<file path="config.mk">
export PLATFORM = sky130hd
export DESIGN_NAME = lsu_ctrl_flat
export DESIGN_NICKNAME = d
export VERILOG_FILES = /design/src/rtl/lsu_pkg.sv /design/src/rtl/lsu_ctrl_if.sv /design/src/rtl/lsu_extend.sv /design/src/rtl/lsu_ctrl.sv /design/src/flat_wrapper.sv
export SDC_FILE = /design/constraint.sdc
export NUM_CORES = 1
export LEC_CHECK = 0
export BUFFER_PORTS_ARGS = -buffer_cell sky130_fd_sc_hd__buf_4
export CAP_MARGIN = 10
export CORE_MARGIN = 1
export CORE_UTILIZATION = 32
export CTS_BUF_LIST = sky130_fd_sc_hd__clkbuf_4
export CTS_CLUSTER_DIAMETER = 200
export DETAILED_ROUTE_END_ITERATION = 16
export PLACE_DENSITY_LB_ADDON = 0.1
export SYNTH_ARGS = -nofsm -noshare
export SYNTH_HDL_FRONTEND = slang
export SYNTH_SLANG_ARGS = --single-unit
</file>
<file path="constraint.sdc">
create_clock -name clk -period 4 [get_ports clk]
set_clock_uncertainty 0.2 [all_clocks]
set_input_delay 0.2 -clock clk [delete_from_list [all_inputs] [get_ports clk]]
set_output_delay 0.2 -clock clk [all_outputs]
set_load 0.005 [all_outputs]
</file>
<file path="src/rtl/lsu_pkg.sv">
// lsu_pkg: shared definitions for the load/store unit controller.
//   - lsu_state_e : controller state encoding (SPLIT only exists when the
//                   LSU_MISALIGN_SPLIT_EN macro is defined)
//   - LB..SW      : RISC-V load/store funct3 encodings
//   - access_size : bytes touched by an access of a given funct3
//   - funct3_legal, misaligned, out_of_range : request classification helpers
// Optional feature macro: LSU_MISALIGN_SPLIT_EN
package lsu_pkg;

    localparam logic [31:0] DMEM_RANGE_DEFAULT = 32'h07ff_ffff;

    localparam logic [2:0] LB  = 3'b000;
    localparam logic [2:0] LH  = 3'b001;
    localparam logic [2:0] LW  = 3'b010;
    localparam logic [2:0] LBU = 3'b100;
    localparam logic [2:0] LHU = 3'b101;
    localparam logic [2:0] SB  = 3'b000;
    localparam logic [2:0] SH  = 3'b001;
    localparam logic [2:0] SW  = 3'b010;

    typedef enum logic [1:0] {
        ST_IDLE   = 2'd0,
        ST_ACCESS = 2'd1,
`ifdef LSU_MISALIGN_SPLIT_EN
        ST_SPLIT  = 2'd2,
`endif
        ST_RESP   = 2'd3
    } lsu_state_e;

    // Width is carried in funct3[1:0]; bit 2 only selects zero-extension.
    function automatic logic [2:0] access_size(input logic [2:0] f3);
        case (f3[1:0])
            2'b00:   return 3'd1;
            2'b01:   return 3'd2;
            default: return 3'd4;
        endcase
    endfunction

    function automatic logic funct3_legal(input logic we, input logic [2:0] f3);
        if (we)
            return (f3 == SB) || (f3 == SH) || (f3 == SW);
        else
            return (f3 == LB) || (f3 == LH) || (f3 == LW) ||
                   (f3 == LBU) || (f3 == LHU);
    endfunction

    function automatic logic misaligned(input logic [2:0] f3, input logic [1:0] a);
        case (f3[1:0])
            2'b01:   return a[0];
            2'b10:   return (a != 2'b00);
            default: return 1'b0;
        endcase
    endfunction

    // Last byte computed in 33 bits so an access wrapping past 2^32 is caught.
    function automatic logic out_of_range(input logic [31:0] addr,
                                          input logic [2:0]  f3,
                                          input logic [31:0] range);
        logic [32:0] last_byte;
        last_byte = {1'b0, addr} + {30'b0, access_size(f3)} - 33'd1;
        return last_byte > {1'b0, range};
    endfunction

endpackage

</file>
<file path="src/rtl/lsu_ctrl_if.sv">
// lsu_ctrl_if: request/response handshake between the execute stage and the
// load/store unit.
//   master : execute stage (drives req_*, resp_ready)
//   slave  : lsu_ctrl      (drives req_ready, resp_*)
interface lsu_ctrl_if;
    logic        req_valid;
    logic        req_ready;
    logic        req_we;
    logic [2:0]  req_funct3;
    logic [31:0] req_addr;
    logic [31:0] req_wdata;
    logic        resp_valid;
    logic        resp_ready;
    logic [31:0] resp_rdata;
    logic        resp_err;

    modport master (
        output req_valid, req_we, req_funct3, req_addr, req_wdata, resp_ready,
        input  req_ready, resp_valid, resp_rdata, resp_err
    );

    modport slave (
        input  req_valid, req_we, req_funct3, req_addr, req_wdata, resp_ready,
        output req_ready, resp_valid, resp_rdata, resp_err
    );
endinterface

</file>
<file path="src/rtl/lsu_extend.sv">
// lsu_extend: combinational load-data formatting.
//   raw_word   : LSB-aligned raw load data
//   ext_funct3 : load funct3 selecting sign/zero extension
//   ext_word   : extended load result
// With LSU_MISALIGN_SPLIT_EN defined it also assembles split byte loads:
//   byte_in/byte_idx : byte just read and its lane (little-endian)
//   asm_word         : raw_word with that lane replaced
module lsu_extend
    import lsu_pkg::*;
(
    input  logic [31:0] raw_word,
    input  logic [2:0]  ext_funct3,
    output logic [31:0] ext_word
`ifdef LSU_MISALIGN_SPLIT_EN
    ,
    input  logic [7:0]  byte_in,
    input  logic [1:0]  byte_idx,
    output logic [31:0] asm_word
`endif
);

    always_comb begin
        ext_word = raw_word;
        case (ext_funct3)
            LB:      ext_word = {{24{raw_word[7]}}, raw_word[7:0]};
            LH:      ext_word = {{16{raw_word[15]}}, raw_word[15:0]};
            LBU:     ext_word = {24'b0, raw_word[7:0]};
            LHU:     ext_word = {16'b0, raw_word[15:0]};
            default: ext_word = raw_word;
        endcase
    end

`ifdef LSU_MISALIGN_SPLIT_EN
    for (genvar gi = 0; gi < 4; gi++) begin : g_lane
        assign asm_word[8*gi +: 8] = (byte_idx == 2'(gi)) ? byte_in
                                                          : raw_word[8*gi +: 8];
    end
`endif

endmodule

</file>
<file path="src/rtl/lsu_ctrl.sv">
// lsu_ctrl: load/store unit controller between the execute stage and a
// combinational-read, falling-edge-write data memory.
//   clk, rst  : clock, asynchronous active-high reset
//   lsu       : lsu_ctrl_if.slave request/response handshake
//   Address, WriteData, MemRW (1=read, 0=write), funct3 : dmem controls
//   ReadData  : dmem combinational read data
// Parameter DMEM_RANGE: highest valid dmem byte address.
// Optional feature macro LSU_MISALIGN_SPLIT_EN: misaligned legal requests
// are executed as ascending single-byte accesses instead of being rejected.
module lsu_ctrl
    import lsu_pkg::*;
#(
    parameter logic [31:0] DMEM_RANGE = DMEM_RANGE_DEFAULT
) (
    input  logic            clk,
    input  logic            rst,
    lsu_ctrl_if.slave       lsu,
    output logic [31:0]     Address,
    output logic [31:0]     WriteData,
    output logic            MemRW,
    output logic [2:0]      funct3,
    input  logic [31:0]     ReadData
);

    lsu_state_e  state_q, state_d;
    logic        we_q,    we_d;
    logic [2:0]  f3_q,    f3_d;
    logic [31:0] addr_q,  addr_d;
    logic [31:0] wdata_q, wdata_d;
    logic [31:0] data_q,  data_d;
    logic        err_q,   err_d;
`ifdef LSU_MISALIGN_SPLIT_EN
    logic [1:0]  idx_q,   idx_d;
    logic [1:0]  split_last;
    logic [2:0]  split_size;
    logic [31:0] asm_word;
`endif

    logic        accept;
    logic        req_bad;
    logic        req_misal;
    logic [31:0] ext_word;

    // req_ready is masked by rst so nothing is offered while reset is held.
    assign lsu.req_ready = (state_q == ST_IDLE) && !rst;
    assign accept        = lsu.req_valid && lsu.req_ready;
    assign req_misal     = misaligned(lsu.req_funct3, lsu.req_addr[1:0]);

`ifdef LSU_MISALIGN_SPLIT_EN
    assign req_bad = !funct3_legal(lsu.req_we, lsu.req_funct3) ||
                     out_of_range(lsu.req_addr, lsu.req_funct3, DMEM_RANGE);
    assign split_size = access_size(f3_q);
    // Size 4 wraps 3'd4[1:0]=0 to 3 after the decrement, which is intended.
    assign split_last = split_size[1:0] - 2'd1;
`else
    assign req_bad = !funct3_legal(lsu.req_we, lsu.req_funct3) ||
                     out_of_range(lsu.req_addr, lsu.req_funct3, DMEM_RANGE) ||
                     req_misal;
`endif

    lsu_extend u_extend (
        .raw_word   (data_q),
        .ext_funct3 (f3_q),
        .ext_word   (ext_word)
`ifdef LSU_MISALIGN_SPLIT_EN
        ,
        .byte_in    (ReadData[7:0]),
        .byte_idx   (idx_q),
        .asm_word   (asm_word)
`endif
    );

    always_comb begin
        state_d = state_q;
        we_d    = we_q;
        f3_d    = f3_q;
        addr_d  = addr_q;
        wdata_d = wdata_q;
        data_d  = data_q;
        err_d   = err_q;
`ifdef LSU_MISALIGN_SPLIT_EN
        idx_d   = idx_q;
`endif
        // Idle dmem drive: read of a byte at address 0 can never write.
        Address        = 32'b0;
        WriteData      = 32'b0;
        MemRW          = 1'b1;
        funct3         = LBU;
        lsu.resp_valid = 1'b0;
        lsu.resp_err   = 1'b0;
        lsu.resp_rdata = 32'b0;

        case (state_q)
            ST_IDLE: begin
                if (accept) begin
                    we_d    = lsu.req_we;
                    f3_d    = lsu.req_funct3;
                    addr_d  = lsu.req_addr;
                    wdata_d = lsu.req_wdata;
                    data_d  = 32'b0;
                    err_d   = req_bad;
`ifdef LSU_MISALIGN_SPLIT_EN
                    idx_d   = 2'd0;
`endif
                    if (req_bad)
                        state_d = ST_RESP;
`ifdef LSU_MISALIGN_SPLIT_EN
                    else if (req_misal)
                        state_d = ST_SPLIT;
`endif
                    else
                        state_d = ST_ACCESS;
                end
            end

            ST_ACCESS: begin
                Address   = addr_q;
                WriteData = wdata_q;
                MemRW     = ~we_q;
                funct3    = f3_q;
                data_d    = ReadData;
                state_d   = ST_RESP;
            end

`ifdef LSU_MISALIGN_SPLIT_EN
            ST_SPLIT: begin
                Address   = addr_q + {30'b0, idx_q};
                WriteData = {24'b0, wdata_q[{idx_q, 3'b000} +: 8]};
                MemRW     = ~we_q;
                funct3    = we_q ? SB : LBU;
                data_d    = asm_word;
                if (idx_q == split_last)
                    state_d = ST_RESP;
                else
                    idx_d = idx_q + 2'd1;
            end
`endif

            ST_RESP: begin
                lsu.resp_valid = 1'b1;
                lsu.resp_err   = err_q;
                lsu.resp_rdata = (!err_q && !we_q) ? ext_word : 32'b0;
                if (lsu.resp_ready)
                    state_d = ST_IDLE;
            end

            default: state_d = ST_IDLE;
        endcase
    end

    always_ff @(posedge clk or posedge rst) begin
        if (rst) begin
            state_q <= ST_IDLE;
            we_q    <= 1'b0;
            f3_q    <= 3'b0;
            addr_q  <= 32'b0;
            wdata_q <= 32'b0;
            data_q  <= 32'b0;
            err_q   <= 1'b0;
`ifdef LSU_MISALIGN_SPLIT_EN
            idx_q   <= 2'd0;
`endif
        end else begin
            state_q <= state_d;
            we_q    <= we_d;
            f3_q    <= f3_d;
            addr_q  <= addr_d;
            wdata_q <= wdata_d;
            data_q  <= data_d;
            err_q   <= err_d;
`ifdef LSU_MISALIGN_SPLIT_EN
            idx_q   <= idx_d;
`endif
        end
    end

endmodule

</file>
<file path="src/flat_wrapper.sv">
// flat-port wrapper written by rule: the top's interface ports become plain ports
module lsu_ctrl_flat import lsu_pkg::*;
#(
    parameter logic [31:0] DMEM_RANGE = DMEM_RANGE_DEFAULT
)
  (clk, rst, Address, WriteData, MemRW, funct3, ReadData, lsu_req_valid, lsu_req_we, lsu_req_funct3, lsu_req_addr, lsu_req_wdata, lsu_resp_ready, lsu_req_ready, lsu_resp_valid, lsu_resp_rdata, lsu_resp_err);
  lsu_ctrl_if lsu_i ();
  input  logic clk;
  input  logic rst;
  output logic [31:0] Address;
  output logic [31:0] WriteData;
  output logic MemRW;
  output logic [2:0] funct3;
  input  logic [31:0] ReadData;
  input wire logic [$bits(lsu_i.req_valid)-1:0] lsu_req_valid;
  input wire logic [$bits(lsu_i.req_we)-1:0] lsu_req_we;
  input wire logic [$bits(lsu_i.req_funct3)-1:0] lsu_req_funct3;
  input wire logic [$bits(lsu_i.req_addr)-1:0] lsu_req_addr;
  input wire logic [$bits(lsu_i.req_wdata)-1:0] lsu_req_wdata;
  input wire logic [$bits(lsu_i.resp_ready)-1:0] lsu_resp_ready;
  output wire logic [$bits(lsu_i.req_ready)-1:0] lsu_req_ready;
  output wire logic [$bits(lsu_i.resp_valid)-1:0] lsu_resp_valid;
  output wire logic [$bits(lsu_i.resp_rdata)-1:0] lsu_resp_rdata;
  output wire logic [$bits(lsu_i.resp_err)-1:0] lsu_resp_err;
  assign lsu_i.req_valid = lsu_req_valid;
  assign lsu_i.req_we = lsu_req_we;
  assign lsu_i.req_funct3 = lsu_req_funct3;
  assign lsu_i.req_addr = lsu_req_addr;
  assign lsu_i.req_wdata = lsu_req_wdata;
  assign lsu_i.resp_ready = lsu_resp_ready;
  assign lsu_req_ready = lsu_i.req_ready;
  assign lsu_resp_valid = lsu_i.resp_valid;
  assign lsu_resp_rdata = lsu_i.resp_rdata;
  assign lsu_resp_err = lsu_i.resp_err;
  lsu_ctrl #(.DMEM_RANGE(DMEM_RANGE)) u_core (.clk(clk), .rst(rst), .lsu(lsu_i), .Address(Address), .WriteData(WriteData), .MemRW(MemRW), .funct3(funct3), .ReadData(ReadData));
endmodule
</file>
Word level (Yosys, flattened, before mapping)
Index checks and enable logic that the tools add are counted.
{"block": "word_totals", "output_inout_bits": 103, "word_cells": 64, "inputBits": 104, "regBits": 103}
{"block": "op_classes", "n_addsub": 2, "bitwise": 1, "n_mux": 18, "eq_ne": 13, "reduce_logical": 22, "order_cmp": 1}
{"cell": "32-bit 2-to-1 mux", "n": 5}
{"cell": "32-bit one-hot mux with 4 select lines", "n": 1}
{"cell": "32-bit one-hot mux with 2 select lines", "n": 1}
{"cell": "32-bit by 3-bit adder with 33-bit output", "n": 1}
{"cell": "33-bit by 27-bit greater-than comparator with 1-bit output (second input constant)", "n": 1}
{"cell": "33-bit by 1-bit subtractor with 33-bit output (second input constant)", "n": 1}
{"cell": "3-bit equality test (second input constant)", "n": 4}
{"cell": "3-bit by 1-bit equality test with 1-bit output (second input constant)", "n": 2}
{"cell": "3-bit zero test", "n": 2}
{"cell": "1-bit logical OR", "n": 6}
{"cell": "2-bit 2-to-1 mux", "n": 3}
{"cell": "2-bit one-hot mux with 3 select lines", "n": 1}
{"cell": "3-bit one-hot mux with 2 select lines", "n": 1}
{"cell": "2-bit AND reduction", "n": 3}
{"cell": "2-bit by 1-bit equality test with 1-bit output (second input constant)", "n": 2}
{"cell": "2-bit equality test (second input constant)", "n": 2}
{"cell": "1-bit zero test", "n": 4}
{"cell": "2-bit zero test", "n": 2}
{"cell": "1-bit 2-to-1 mux", "n": 4}
{"cell": "2-bit nonzero test", "n": 2}
{"cell": "3-bit by 2-bit equality test with 1-bit output (second input constant)", "n": 1}
{"cell": "1-bit logical AND", "n": 3}
{"cell": "3-bit 2-to-1 mux", "n": 1}
{"cell": "2-bit by 1-bit inequality test with 1-bit output (second input constant)", "n": 1}
{"cell": "3 further kinds", "n": 3}

Longest topological paths before layout
{"block": "depth", "depth_word": 12, "depth_mapped": 16, "mapped_depth_nobuf": 16}

Hierarchy
From an unflattened synthesis, not the netlist that was laid out.
{"block": "hier_totals", "hier_cells": 795, "hier_area_um2": 6267.3}
{"mod": "lsu_ctrl", "seq_area_each_um2": 2577.5, "instances": 1, "cells_each": 728, "area_per_inst_um2": 5911.9}
{"mod": "lsu_extend", "seq_area_each_um2": 0.0, "instances": 1, "cells_each": 67, "area_per_inst_um2": 355.3}

Worst setup path before layout
OpenSTA, ideal clock, no wires.
{"block": "synth_timing", "path_type": "in2reg", "from": "in rst", "to": "reg u_core.data_q[0]", "required_ns": 3.679, "stages": 6, "setup_slack_ns": 0.309, "setup_ns": 0.121, "t_arrival_ns": 3.370, "n_path_buf": 2, "path_cell_list": "inv_1 a21oi_1 or2_2 clkbuf_1 clkbuf_1 a22o_1"}
{"block": "synth_via", "elab_chain_len": 5}
{"element": "start: declaration", "line_no": "flat_wrapper.sv:9", "text": "input logic rst;"}
{"element": "1-bit zero test", "line_no": "lsu_ctrl.sv:45", "text": "assign lsu.req_ready = (state_q == ST_IDLE) && !rst;"}
{"element": "1-bit logical AND", "line_no": "lsu_ctrl.sv:45"}
{"element": "1-bit logical AND", "line_no": "lsu_ctrl.sv:46", "text": "assign accept = lsu.req_valid && lsu.req_ready;"}
{"element": "2-bit by 1-bit inequality test with 1-bit output (no source line)"}
{"element": "2-bit AND reduction (no source line)"}
{"element": "end signal: assignment", "line_no": "lsu_ctrl.sv:169", "text": "data_q <= data_d;"}
{"element": "end: declaration", "line_no": "lsu_ctrl.sv:30", "text": "logic [31:0] data_q, data_d;"}
Every way passes these cells.
A chain may end at the register's enable or synchronous reset.

Worst setup path in the final report
{"block": "layout_timing", "from": "in lsu_req_funct3[0]", "to": "reg u_core.err_q"}
{"block": "layout_via", "elab_chain_len": 9, "word_cells_on_any_way": 21, "cone_classes": "add/sub: 2; order compare: 1; eq/ne: 6; mux: 3; reduce/logical: 9"}
{"element": "start: declaration", "line_no": "flat_wrapper.sv:17", "text": "input wire logic [$bits(lsu_i.req_funct3)-1:0] lsu_req_funct3;"}
{"element": "branches (longest 8 deep; another with 32-bit by 3-bit adder with 33-bit output)"}
{"element": "1-bit logical OR *", "line_no": "lsu_ctrl.sv:57", "text": "out_of_range(lsu.req_addr, lsu.req_funct3, DMEM_RANGE) ||"}
{"element": "end signal: assignment", "line_no": "lsu_ctrl.sv:170", "text": "err_q <= err_d;"}
{"element": "end: declaration", "line_no": "lsu_ctrl.sv:31", "text": "logic err_q, err_d;"}
Every way passes the cells marked *.

==> results.md <==
* Global route overflow at 0
* Worst Max-Slew Pin Slew at 1.04 ns
* Setup ws final at 0.658 ns
* Total routed wirelength at 16.6 mm
* P&R area growth vs syn at 48.2%
* Data arrival, critical path at 3.51 ns
* Ys async rst share at 1.00
* Max Cap Violations at 0
* Pleak at 4.36 nW
* Synthesized area at 6050 sq um
* Number of nets produced by synthesis at 747
* Avg Synthesized Cell Area at 10.0 sq um
* Vias in the first global route at 5659
* Gpl congestion at 0.805
* RSZ-0062 raised after global routing: no
* CTS root buffer: clkbuf_4
* Slew HR at 0.303
* Total core area at 18300 sq um
* Mapped Cells at 604
* Clock Path Buffers at 2
* Largest cells by area after synthesis: dfrtp_1 (43%), mux2_2 (13%), and2_1 (8.0%)
* VDD IR max at 0.233 mV
* Synthesis Warnings at 0
* CP max-delay cell: dlygate4sd3_1
* Startpoint Class: primary input
* Worst setup path category: in2reg
* Slew Limit Fails at 0
* GRT Overall Usage at 0.177
* Initial antenna violation count at 1
* DRC violations left at 0
* CP max stage delay at 0.56 ns
* FF+latch area at 2580 sq um
* Die Y at 140 um
* Die width at 140 um
* Worst Setup End Kind: flop
* Post-CTS Setup Inserts at 0
* Yosys top cell by area: dfrtp_1
* Initial drt markers at 209
* Drt first pass iters at 4
* Post-synthesis register bit count at 103
* Via-to-Cell Ratio at 4.84
* Skew-Pair Late Insertion Delay at 0.46 ns
* H-tree Lvls at 3
* Cells along the critical path: dlygate4sd3_1 -> buf_4 -> ha_1 -> nor2_1 -> inv_1 -> ha_1 -> inv_1 -> ha_1 -> a21oi_1 -> o21ai_0 -> o21ai_1 -> a31oi_1 -> o221ai_1 -> xnor2_1 -> nor4b_1 -> a21oi_1
* Synth cell types at 50
* Total negative slack at 0 ns
* Total I/O pin count at 207
* Share of cells above drive strength 1 at 0.338
* Final nets at 1038
* Pwr/cell area at 481 nW/um^2
* Final hold vios at 0
* Peak Freq at 0.299 GHz
* Most used cell, CP: ha_1
* CP required at 4.16 ns
* # fillers at 1700
* Footprint of the multi-input gates at 3100 sq um
* Worst slack, placed at 0.750 ns
* Initial Util at 0.331
* Placed Cells at 1011
* First-pass GRT wire length at 28.0 mm
* Final min period at 3.34 ns
* Post-DRT Antenna Nets at 0
* Largest net degree at the start of global routing at 83
* Prevailing post-synth register cell: dfrtp_1
* Hpwl dp at 11.6 mm
* Clock sink count at 103
* CP max FO at 3
* TritonCTS buffer count at 9
* DIE AREA at 19500 sq um
* Via count at 5469
* # port buffers at 206
* Seq/Total Area, Yosys at 0.426
* Hold Crit Class: in2async
* Final setup vio count at 0
* Status: finished clean
* Clock transition at the registers of the reported paths at 0.17 ns
* Drt wl/cell at 14.7 um
* TritonCTS clock tree: done
* Number of enable flip-flop cells after synthesis at 0
* Placement Rows at 49
* Tcrit/Tclk final at 0.835
* Area share of the largest cell type after synthesis at 0.426
* Final non-filler cell total at 1130
-- worst max-delay path: cells and delay by family --
family	cells	cell delay [ns]
compound gates	6	0.97
xor+xnor	1	0.16
fa+ha+maj	3	0.82
buf+inv	4	0.86
simple gates	2	0.49
-- where the power goes --
| group | internal [mW] | switching (mW) |
|---|---|---|
| Combinational | 1.12 | 0.798 |
| Clock | 0.193 | 0.376 |
| Sequential | 1.53 | 0.297 |
| Total | 2.84 | 1.47 |
-- flip-flops by register name, indices dropped and copies added (netlist names) --
| signal | count |
|---|---|
| u_core.addr_q | 32 |
| u_core.data_q | 32 |
| u_core.wdata_q | 32 |
| u_core.f3_q | 3 |
| u_core.state_q | 2 |
| u_core.err_q | 1 |
| u_core.we_q | 1 |
-- synthesized netlist by cell type (2+ instances only) --
| cell | instances |
|---|---|
| o21ai_1 | 2 |
| or3_1 | 2 |
| dfrtp_1 | 103 |
| o22ai_1 | 2 |
| nand4_1 | 5 |
| xor2_1 | 2 |
| nor3b_1 | 2 |
| o221ai_1 | 3 |
| a21o_1 | 2 |
| nor2b_1 | 3 |
| inv_1 | 70 |
| a211oi_1 | 4 |
| o21ai_0 | 21 |
| o21a_1 | 2 |
| a31oi_1 | 3 |
| xnor2_1 | 4 |
| mux2i_1 | 2 |
| mux2_2 | 68 |
| nand2_1 | 22 |
| ha_1 | 38 |
| nor3_1 | 4 |
| o211ai_1 | 4 |
| buf_2 | 6 |
| buf_1 | 4 |
| nor2_1 | 15 |
| clkbuf_1 | 21 |
| and2_1 | 77 |
| nand3_1 | 8 |
| a21oi_1 | 50 |
| a22o_1 | 32 |
| nand2b_1 | 3 |
| and3_1 | 2 |
-- cells in the final DEF, fill, tap and decap left out, drive strengths merged, types with 2 or more instances in the layout --
cell type	n
or3	2
nand2	22
o21a	2
dlygate4sd3	102
a21o	2
nor2	15
nor3b	2
or2	2
inv	71
and3	2
nand4	6
xnor2	4
clkbuf	9
a211oi	5
mux2	68
nand2b	3
dfrtp	103
o21ai	23
nor2b	3
nand3	8
o211ai	4
clkinv	4
buf	209
a2111oi	2
o221ai	3
a22o	32
nor3	4
a31oi	3
ha	38
o22ai	2
and2	77
a21oi	50
xor2	2
mux2i	2
-- layout make-up --
cell class | instances | share of cell area
Sequential cell | 103 | 0.287
Timing Repair Buffer | 311 | 0.290
Multi-Input combinational cell | 400 | 0.345
Inverter | 70 | 0.0296
Clock inverter | 7 | 0.00809
Clock buffer | 9 | 0.00753
Antenna cell | 1 | 0.000279
Tap cell | 229 | 0.0319
-- cell families after synthesis --
| logic type | after synthesis | share of synthesized area |
|---|---|---|
| buffers and inverters | 101 | 0.0639 |
| adders and majority gates | 39 | 0.0819 |
| DFF | 103 | 0.426 |
| muxes | 70 | 0.130 |
| xor gates and xnor gates | 6 | 0.00868 |
| and+or+nand+nor | 149 | 0.139 |
| AOI/OAI and AO/OA | 136 | 0.151 |
-- timing repair --
item / CTS / global route
hold buffers: 102 / 0
hold endpoints to repair: 131 / 0
gates resized for setup: 0 / 0
endpoints found under the setup margin: 0 / 0
-- worst paths after layout --
kind | startpoint | to | slack, ns | cells past startpoint
worst max-delay path | lsu_req_funct3[0] | u_core.err_q | 0.66 | 16
worst min-delay path | rst | u_core.wdata_q[20] | 0.09 | 3
worst max register to register | u_core.state_q[1] | u_core.addr_q[4] | 1.67 | 3
worst min register to register | u_core.data_q[5] | u_core.data_q[5] | 0.31 | 1
max in group asynchronous | rst | u_core.addr_q[6] | 2.21 | 4
min in group clk | ReadData[1] | u_core.data_q[1] | 0.28 | 3
-- per-stage QoR --
stage / instance area [sq um] / total power, mW / hold WS (ns) / utilization
CTS: 8970 / 4.39 / 0.0413 / 0.491
global route: 8970 / 4.67 / 0.0705 / 0.491
detailed placement: 7810 / 3.71 / 0.0387 / 0.427
floorplan: 6050 / 2.93 / 0.133 / -
global placement: 7810 / 3.66 / 0.0308 / 0.427
finish: 8970 / 4.32 / 0.0862 / 0.491
-- routing by layer --
metal  global-route usage  share of wire  vias up  wire [um]
met5                    0              0        -          0
met4               0.0451          0.011        0        181
met3               0.0310          0.041       13        676
met2                0.317           0.51      148       8440
met1                0.220           0.44     2646       7270
li1                     -              -     2662          -
No activity file was read; power rests on OpenSTA's default activity.
